<file path="config.mk">
export PLATFORM = sky130hd
export DESIGN_NAME = decode_unit
export DESIGN_NICKNAME = d
export VERILOG_FILES = /design/src/rtl/decode_unit_pkg.sv /design/src/rtl/decode_unit_imm_gen.sv /design/src/rtl/decode_unit.sv
export SDC_FILE = /design/constraint.sdc
export NUM_CORES = 1
export LEC_CHECK = 0
export ABC_AREA = 1
export CAP_MARGIN = 30
export CORE_ASPECT_RATIO = 0.9
export CORE_UTILIZATION = 40
export CTS_BUF_LIST = sky130_fd_sc_hd__clkbuf_8
export DETAILED_ROUTE_END_ITERATION = 16
export PLACE_DENSITY = 0.67
export SLEW_MARGIN = 20
export SYNTH_ARGS = -nofsm -noshare
export SYNTH_HDL_FRONTEND = slang
export SYNTH_SLANG_ARGS = --single-unit
</file>
<file path="constraint.sdc">
create_clock -name clk -period 4.4 [get_ports clk]
set_clock_uncertainty 0.1 [all_clocks]
set_input_delay 0.44 -clock clk [delete_from_list [all_inputs] [get_ports clk]]
set_output_delay 0.44 -clock clk [all_outputs]
set_load 0.1 [all_outputs]
</file>
<file path="src/rtl/decode_unit_pkg.sv">
// Shared types for the RV32I decode stage: opcode constants, immediate selector,
// the decoded field bundle and the FSM state encoding, plus the field decoder.
// Used by decode_unit and decode_unit_imm_gen.
package decode_unit_pkg;

  localparam logic [6:0] RType       = 7'b0110011;
  localparam logic [6:0] IType_logic = 7'b0010011;
  localparam logic [6:0] IType_load  = 7'b0000011;
  localparam logic [6:0] IType_jalr  = 7'b1100111;
  localparam logic [6:0] SType       = 7'b0100011;
  localparam logic [6:0] BType       = 7'b1100011;
  localparam logic [6:0] UType_lui   = 7'b0110111;
  localparam logic [6:0] UType_auipc = 7'b0010111;
  localparam logic [6:0] JType       = 7'b1101111;

  typedef logic [31:0] imm_t;

  typedef enum logic [2:0] {
    IMM_NONE,
    IMM_I,
    IMM_S,
    IMM_B,
    IMM_U,
    IMM_J
  } imm_sel_t;

  typedef enum logic [1:0] {
    ST_IDLE,
    ST_WAIT,
    ST_VALID
  } dec_state_t;

  // Register fields are kept at their raw 5-bit instruction width here and
  // resized to the configured index width in the top level.
  typedef struct packed {
    logic [6:0] opcode;
    logic [2:0] funct3;
    logic [6:0] funct7;
    logic [4:0] rs1;
    logic [4:0] rs2;
    logic [4:0] rd;
    logic       uses_rs1;
    logic       uses_rs2;
    logic       writes_rd;
    logic       illegal;
  } decode_bundle_t;

  function automatic imm_sel_t imm_sel_of(input logic [6:0] opcode);
    case (opcode)
      IType_logic, IType_load, IType_jalr: return IMM_I;
      SType:                               return IMM_S;
      BType:                               return IMM_B;
      UType_lui, UType_auipc:              return IMM_U;
      JType:                               return IMM_J;
      default:                             return IMM_NONE;
    endcase
  endfunction

  // Fields a format does not use are forced to zero so downstream never sees
  // stale bits from immediate slices.
  function automatic decode_bundle_t decode_instr(input logic [31:0] instr);
    decode_bundle_t d;
    d = '0;
    d.opcode = instr[6:0];
    case (instr[6:0])
      RType: begin
        d.funct3    = instr[14:12];
        d.funct7    = instr[31:25];
        d.rs1       = instr[19:15];
        d.rs2       = instr[24:20];
        d.rd        = instr[11:7];
        d.uses_rs1  = 1'b1;
        d.uses_rs2  = 1'b1;
        d.writes_rd = 1'b1;
      end
      IType_logic, IType_load, IType_jalr: begin
        d.funct3    = instr[14:12];
        d.rs1       = instr[19:15];
        d.rd        = instr[11:7];
        d.uses_rs1  = 1'b1;
        d.writes_rd = 1'b1;
      end
      SType, BType: begin
        d.funct3    = instr[14:12];
        d.rs1       = instr[19:15];
        d.rs2       = instr[24:20];
        d.uses_rs1  = 1'b1;
        d.uses_rs2  = 1'b1;
      end
      UType_lui, UType_auipc, JType: begin
        d.rd        = instr[11:7];
        d.writes_rd = 1'b1;
      end
      default: d.illegal = 1'b1;
    endcase
    return d;
  endfunction

endpackage

</file>
<file path="src/rtl/decode_unit_imm_gen.sv">
// Immediate generator: builds the sign-extended immediate for the selected format.
// Latency: purely combinational.
// Backpressure: none (no state).
// Ports: instr[31:7] (opcode bits are not needed), imm_sel format, imm XLEN result.
module decode_unit_imm_gen
  import decode_unit_pkg::*;
#(
  parameter int XLEN = 32
) (
  input  logic [31:7]     instr,
  input  imm_sel_t        imm_sel,
  output logic [XLEN-1:0] imm
);

  always_comb begin
    imm = '0;
    case (imm_sel)
      IMM_I: imm = {{(XLEN-12){instr[31]}}, instr[31:20]};
      IMM_S: imm = {{(XLEN-12){instr[31]}}, instr[31:25], instr[11:7]};
      IMM_B: imm = {{(XLEN-12){instr[31]}}, instr[7], instr[30:25], instr[11:8], 1'b0};
      IMM_U: imm = {{(XLEN-32){instr[31]}}, instr[31:12], 12'b0};
      IMM_J: imm = {{(XLEN-20){instr[31]}}, instr[19:12], instr[20], instr[30:21], 1'b0};
      default: imm = '0;
    endcase
  end

endmodule

</file>
<file path="src/rtl/decode_unit.sv">
// RV32I decode stage: one holding register plus a register-busy scoreboard.
// Latency: 1 cycle from input handshake to out_valid when no source is busy.
// Backpressure: in_ready only in IDLE or VALID&&out_ready; held bundle stable while stalled.
// Ports: clk/reset (sync, active-low); in_* request side; out_* decoded bundle;
//        wb_valid/wb_rd retire a pending write; flush drops the held instruction.
module decode_unit
  import decode_unit_pkg::*;
#(
  parameter int XLEN            = 32,
  parameter int NUM_REGS        = 32,
  parameter int FLUSH_CLEARS_SB = 0
) (
  input  logic                        clk,
  input  logic                        reset,
  input  logic                        in_valid,
  output logic                        in_ready,
  input  logic [31:0]                 in_instr,
  input  logic [XLEN-1:0]             in_pc,
  output logic                        out_valid,
  input  logic                        out_ready,
  output logic [XLEN-1:0]             out_pc,
  output logic [6:0]                  out_opcode,
  output logic [2:0]                  out_funct3,
  output logic [6:0]                  out_funct7,
  output logic [$clog2(NUM_REGS)-1:0] out_rs1,
  output logic [$clog2(NUM_REGS)-1:0] out_rs2,
  output logic [$clog2(NUM_REGS)-1:0] out_rd,
  output logic [XLEN-1:0]             out_imm,
  output logic                        out_uses_rs1,
  output logic                        out_uses_rs2,
  output logic                        out_writes_rd,
  output logic                        out_illegal,
  input  logic                        wb_valid,
  input  logic [$clog2(NUM_REGS)-1:0] wb_rd,
  input  logic                        flush
);

  localparam int RW = $clog2(NUM_REGS);

  decode_bundle_t     dec;
  decode_bundle_t     held;
  imm_sel_t           dec_sel;
  logic [XLEN-1:0]    dec_imm;
  logic [XLEN-1:0]    pc_q;
  logic [XLEN-1:0]    imm_q;
  dec_state_t         state;
  logic [NUM_REGS-1:0] sb;
  logic [NUM_REGS-1:0] sb_next;
  logic [NUM_REGS-1:0] set_mask;
  logic [NUM_REGS-1:0] clr_mask;
  logic               out_hs;
  logic               take;
  logic               dec_hazard;
  logic               held_hazard;

  assign dec     = decode_instr(in_instr);
  assign dec_sel = imm_sel_of(in_instr[6:0]);

  decode_unit_imm_gen #(.XLEN(XLEN)) u_imm_gen (
    .instr   (in_instr[31:7]),
    .imm_sel (dec_sel),
    .imm     (dec_imm)
  );

  assign in_ready  = reset && !flush &&
                     ((state == ST_IDLE) || ((state == ST_VALID) && out_ready));
  assign out_valid = (state == ST_VALID);
  assign out_hs    = out_valid && out_ready;
  assign take      = in_valid && in_ready;

  // x0 is hardwired, so a source of x0 is never considered busy.
  function automatic logic is_blocked(input decode_bundle_t d, input logic [NUM_REGS-1:0] busy);
    return (d.uses_rs1 && (d.rs1 != '0) && busy[RW'(d.rs1)]) ||
           (d.uses_rs2 && (d.rs2 != '0) && busy[RW'(d.rs2)]);
  endfunction

  // The hazard check looks at next-cycle busy bits: a same-cycle writeback
  // releases a source, and a same-cycle issue of the producer blocks it.
  always_comb begin
    set_mask = '0;
    clr_mask = '0;
    if (wb_valid)
      clr_mask[wb_rd] = 1'b1;
    if (out_hs && held.writes_rd && (held.rd != '0))
      set_mask[RW'(held.rd)] = 1'b1;
    sb_next    = (sb & ~clr_mask) | set_mask;
    sb_next[0] = 1'b0;
  end

  assign dec_hazard  = is_blocked(dec, sb_next);
  assign held_hazard = is_blocked(held, sb_next);

  always_ff @(posedge clk) begin
    if (!reset) begin
      state <= ST_IDLE;
      sb    <= '0;
      held  <= '0;
      pc_q  <= '0;
      imm_q <= '0;
    end else begin
      sb <= (flush && (FLUSH_CLEARS_SB != 0)) ? '0 : sb_next;
      if (flush) begin
        state <= ST_IDLE;
      end else if (take) begin
        held  <= dec;
        pc_q  <= in_pc;
        imm_q <= dec_imm;
        state <= dec_hazard ? ST_WAIT : ST_VALID;
      end else begin
        case (state)
          ST_WAIT:  if (!held_hazard) state <= ST_VALID;
          ST_VALID: if (out_ready)    state <= ST_IDLE;
          default:  state <= state;
        endcase
      end
    end
  end

  assign out_pc        = pc_q;
  assign out_imm       = imm_q;
  assign out_opcode    = held.opcode;
  assign out_funct3    = held.funct3;
  assign out_funct7    = held.funct7;
  assign out_rs1       = RW'(held.rs1);
  assign out_rs2       = RW'(held.rs2);
  assign out_rd        = RW'(held.rd);
  assign out_uses_rs1  = held.uses_rs1;
  assign out_uses_rs2  = held.uses_rs2;
  assign out_writes_rd = held.writes_rd;
  assign out_illegal   = held.illegal;

endmodule

</file>
Word level (Yosys, flattened, before mapping) --
Index checks and enable logic that the tools add are counted.
Word-level totals: input port bits 75, word-level logic and storage cells 112, flip-flop bits (word level) 134, output and inout bits 102
Operators by class: bitwise logic cells 5, reduce and logical (&&, ||, !) cells 36, eq/ne operators 18, magnitude comparators 8, muxes and demuxes 30
Operators with widths (count):
- one-hot mux 32 bit (5 select lines) | 1
- two-way mux 32 bit | 2
- < comparator 5 x 6 -> 1 bit, second input constant | 6
- bitwise AND 32 bit | 1
- inverter 32 bit | 1
- OR 32 bit | 1
- nonzero test 5 bit | 5
- equality test 7 x 6 -> 1 bit, second input constant | 3
- equality test 7 bit, second input constant | 3
- binary-select mux 1 bit (select 5 bit) | 4
- logical AND 1 bit | 16
- two-way mux 5 bit | 3
- one-hot mux 3 bit (5 select lines) | 1
- equality test 7 x 5 -> 1 bit, second input constant | 2
- demux 1 bit (select 5 bit) | 2
- >= comparator 5 x 1 -> 1 bit, second input constant | 2
- two-way mux 1 bit | 10
- OR reduction 9 bit | 1
- two-way mux 2 bit | 4
- equality test 7 x 2 -> 1 bit, second input constant | 1
- two-way mux 7 bit | 1
- OR reduction 7 bit | 1
- equality test 3 x 2 -> 1 bit, second input constant | 2
- equality test 3 bit, second input constant | 2
- 17 further kinds | 22

Longest topological paths before layout --
depth after elaboration 15, mapped depth 20

Hierarchy --
A second synthesis with hierarchy kept.
Unflattened totals: cells, all modules 1128, area, all modules 7064.3 sq um
By module, submodules not included:
- decode_unit | times used 1, area each 6608.8 sq um, cells an instance 1036
- decode_unit_imm_gen | times used 1, area each 455.4 sq um, cells an instance 92

Worst setup path after synthesis --
Ideal clock, no wire load.
kind register to register, start point reg held (netlist bit out_rs1[0]), end point reg state[1], data required time 4.189 ns, stages on the path, launching flop included 16, path slack 1.616 ns, arrival time 2.572 ns, library setup time 0.111 ns, path through dfxtp_1 -> clkinv_1 -> nor2_1 -> inv_1 -> o21ai_0 -> inv_1 -> nand2_1 -> nand2_1 -> nand3_1 -> nand2_1 -> nand2_1 -> nor2_1 -> nor2_1 -> nor2_1 -> nor2_1 -> nor2_1
Between the ends: word-level cells in the longest chain between the ends 6
RTL lines:
- start: declaration | RTL line decode_unit.sv:41 | decode_bundle_t held;
- start signal: assignment | RTL line decode_unit.sv:97 | held <= '0;
- start signal: assignment | RTL line decode_unit.sv:105 | held <= dec;
- binary-select mux 1 bit (select 5 bit) or nonzero test 5 bit (tied branches) | RTL line decode_unit.sv:73 | return (d.uses_rs1 && (d.rs1 != '0) && busy[RW'(d.rs1)]) ||
- two-way mux 1 bit (implied by the code) or logical AND 1 bit (tied branches) | RTL line decode_unit.sv:73
- logical AND 1 bit (*) | RTL line decode_unit.sv:73
- logical OR 1 bit (*) | RTL line decode_unit.sv:73
- != test 3 bit (no source line) (*)
- AND reduction 3 bit (no source line) (*)
- end signal: assignment | RTL line decode_unit.sv:108 | state <= dec_hazard ? ST_WAIT : ST_VALID;
- end signal: assignment | RTL line decode_unit.sv:113 | default: state <= state;
- end: declaration | RTL line decode_unit.sv:46 | dec_state_t state;
Every way passes the cells marked *; elsewhere a longest branch is shown, timed or not. The select of a mux whose other input is x is not followed. A chain may end at the register's enable or synchronous reset.

Worst setup path after layout --
Same ends and word-level chain as after synthesis.

==> run metrics <==
TritonRoute pass-1 iters=6; EDFF count, synth=0; CTS tree=yes; gr usage total=between 20 and 30%; Syn Std Cell Area=roughly 7000 µm²; fillcell total=1,734; dpl cell area=8880 µm²; nature of the critical path endpoint=flip-flop; ANT cells=0; Port Buffers=around 180; final net count=roughly 1.3k; CP Max Fanout=12; worst setup path end=state[1]; Netlist cell types=32; ys async rst share=0%; number of placed instances, taps included=roughly 1.5k; Yosys Warn Count=0; status=complete, no violations; Rel. slew slack=31.0%; Worst Setup Start Kind=flip-flop; Multi-input gate area=~3800 µm²; top-area cell type share of the netlist area=38.2%; first-pass GRT wire length=between 30,000 and 40,000 µm; CP startpoint=out_rs1[0]; largest net degree at the start of global routing=between 80 and 90; WP buf/inv=3; commonest cells after routing, fill and taps aside=325 x nand2_1, 175 x clkdlybuf4s50_1, 159 x nand3_1; FMAX=335 MHz; Max VDD drop=0.181 mV; max-slew violations=0; leading area contributor after synthesis=dfxtp_1; sequential area share after synthesis=38.2%; Die ar.=18,000 µm²; Worst-Margin Slew=between 1000 and 1500 ps; TritonCTS Buffers=17; Avg Cell Area, Syn=roughly 6.3 µm²; Hold Vio Cnt, Final=0; Worst R2R End=state[1]; GPL Wtd Cong=around 0.95; final setup fails=0; vias in the first global route=about 7.5k; WP depth=15; IO Pins=177; Die H=127 µm; reg2reg setup slack=approximately 1400 ps; leakage=approximately 3.7 nW; Syn Inst Count=about 1.1k; total wire length=about 25,000 µm; setup_tns=0 ps; core footprint=16,900 µm²; max_cap viols=0; GRT overflow=0; crit share post-route=between 60% and 70%; clk root buf=clkbuf_8; Post-CTS Setup Bufs=0; DRC Markers=0; Initial Utilization=41.2%; clock latency on the worst-skew pair=about 470 ps; DIE WIDTH=around 140 µm; RSZ-0062 raised after global routing=no; initial drt markers=a little under 600; cell family with most CP delay=simple AND/OR/NAND/NOR gates; Tmin final=between 2000 and 3000 ps; Worst Path Arrival=about 3200 ps; Crit path top cell by count=nor2_1; PD cells=300 nW/µm²; initial antenna violation count=0; H-Tree Level Count=4; overall power=roughly 2.8 mW; CP peak stage delay=slightly above 600 ps; syn_nets=approximately 1.2k; DR vias/cell=around 5.2; Min-Delay Path Class=reg2reg; Crit Path Class=reg2reg; R2R depth=15; WHS=roughly 370 ps; layout cells sized above 1=between 6 and 7%; final instance area=about 9300 µm²; Std-Cell Rows=45; FF/Latch Area=roughly 2700 µm²; Worst-path clk slew=~100 ps; Critical Path RT=roughly 4700 ps; Hold Path Origin=out_imm[5]; Antenna Nets Post-Route=0; Final Instance Count excl. Fillers=~1.5k; Post-CTS Resized=0; worst r2r src=out_rs1[0]; CP Cell Sequence=clkinv_1 > nor2_1 > inv_1 > o21ai_0 > inv_1 > nand2_1 > nand2_1 > nand3_1 > nand2_1 > nand2_1 > nor2_1 > nor2_1 > nor2_1 > nor2_1 > nor2_1; Detail Placement HPWL=roughly 18,000 µm; via count=7,867; cts hold-fix bufs=0; Yosys reg bits=about 130; CP max stage cell=dfxtp_1; commonest non-fill, non-tap cell in the layout=nand2_1; Hold Crit Depth=2; ys flop type=dfxtp_1; maximum clock path buffer count=2; DR WL/cell=~17 µm; P&R area growth vs syn=33.9%; main area contributors after synthesis=dfxtp_1 38%, nand2_1 18%, nand3_1 11%, nor2_1 7.9%, a21oi_1 7.0%; Sinks on Clock Net=133
worst min-delay path by stage:
stage,endpoint
6_report,out_imm[5]
4_1_cts,out_funct7[5]
3_3_place_gp,out_imm[26]
5_1_grt,out_funct3[0]
3_5_place_dp,out_funct7[5]
2_1_floorplan,sb[27]
metrics by stage:
stage | utilization [%] | worst slack (ps)
after floorplan | - | 1620
final | 55.1 | 1410
after detailed placement | 52.4 | 1080
after global placement | 52.4 | 1110
after CTS | 54.7 | 1500
after global routing | 55.1 | 1240
worst register-to-register path, stage by stage (launching register included):
cell	delay, ps
dfxtp_1	620
clkinv_1	390
nor2_1	570
inv_1	190
o21ai_0	220
inv_1	60
nand2_1	70
nand2_1	50
nand3_1	90
nand2_1	70
nand2_1	60
nor2_1	50
nor2_1	140
nor2_1	50
nor2_1	100
nor2_1	40
sequential cells by signal (all words and copies together), names as in the netlist:
| name | cells |
|---|---|
| out_illegal | 1 |
| out_funct3 | 3 |
| state | 2 |
| out_uses_rs2 | 1 |
| out_writes_rd | 1 |
| out_uses_rs1 | 1 |
| out_rs1 | 5 |
| sb | 31 |
| out_imm | 32 |
| out_opcode | 7 |
| out_rs2 | 5 |
| out_rd | 5 |
| out_pc | 32 |
| out_funct7 | 7 |
kinds of logic after synthesis:
kind of cell / count (synthesis) / share of synthesized area, %
DFF: 133 / 38.2
buffers and inverters: 114 / 6.83
AOI/OAI and AO/OA: 198 / 14.7
and+or+nand+nor: 659 / 40.3
cell type report:
class	count	share of cell area (%)
well taps	235	3.15
flip-flops and latches	133	28.5
inverters	66	2.67
clock buffers	17	2.51
repair buffers	188	20.5
clock inverters	15	1.55
multi-input cells	857	41.1
power breakdown:
part           internal [mW]  switching, mW  total [mW]
logic                  0.159          0.368       0.527
clock network          0.461          0.561        1.02
registers               1.23         0.0238        1.25
total                   1.85          0.952        2.80
per-layer routing:
layer	wire length, µm	vias to the layer above	track usage (%)
met5	0	-	0
met4	314	0	7.29
met3	2050	24	8.40
met2	11400	292	46.3
met1	11200	3624	36.7
li1	-	3927	-
cells in the mapped netlist, types with 4 or more instances:
cell type  count
o21ai_0       84
buf_6          4
o21ai_1        8
nand2_2        8
nand2_1      326
a21oi_1       98
nand3_1      159
inv_1         51
dfxtp_1      133
clkbuf_1      33
nor2_2         4
nor2_4         4
nor2_1       146
buf_2          6
inv_2         12
No activity file was read; power rests on OpenSTA's default activity.
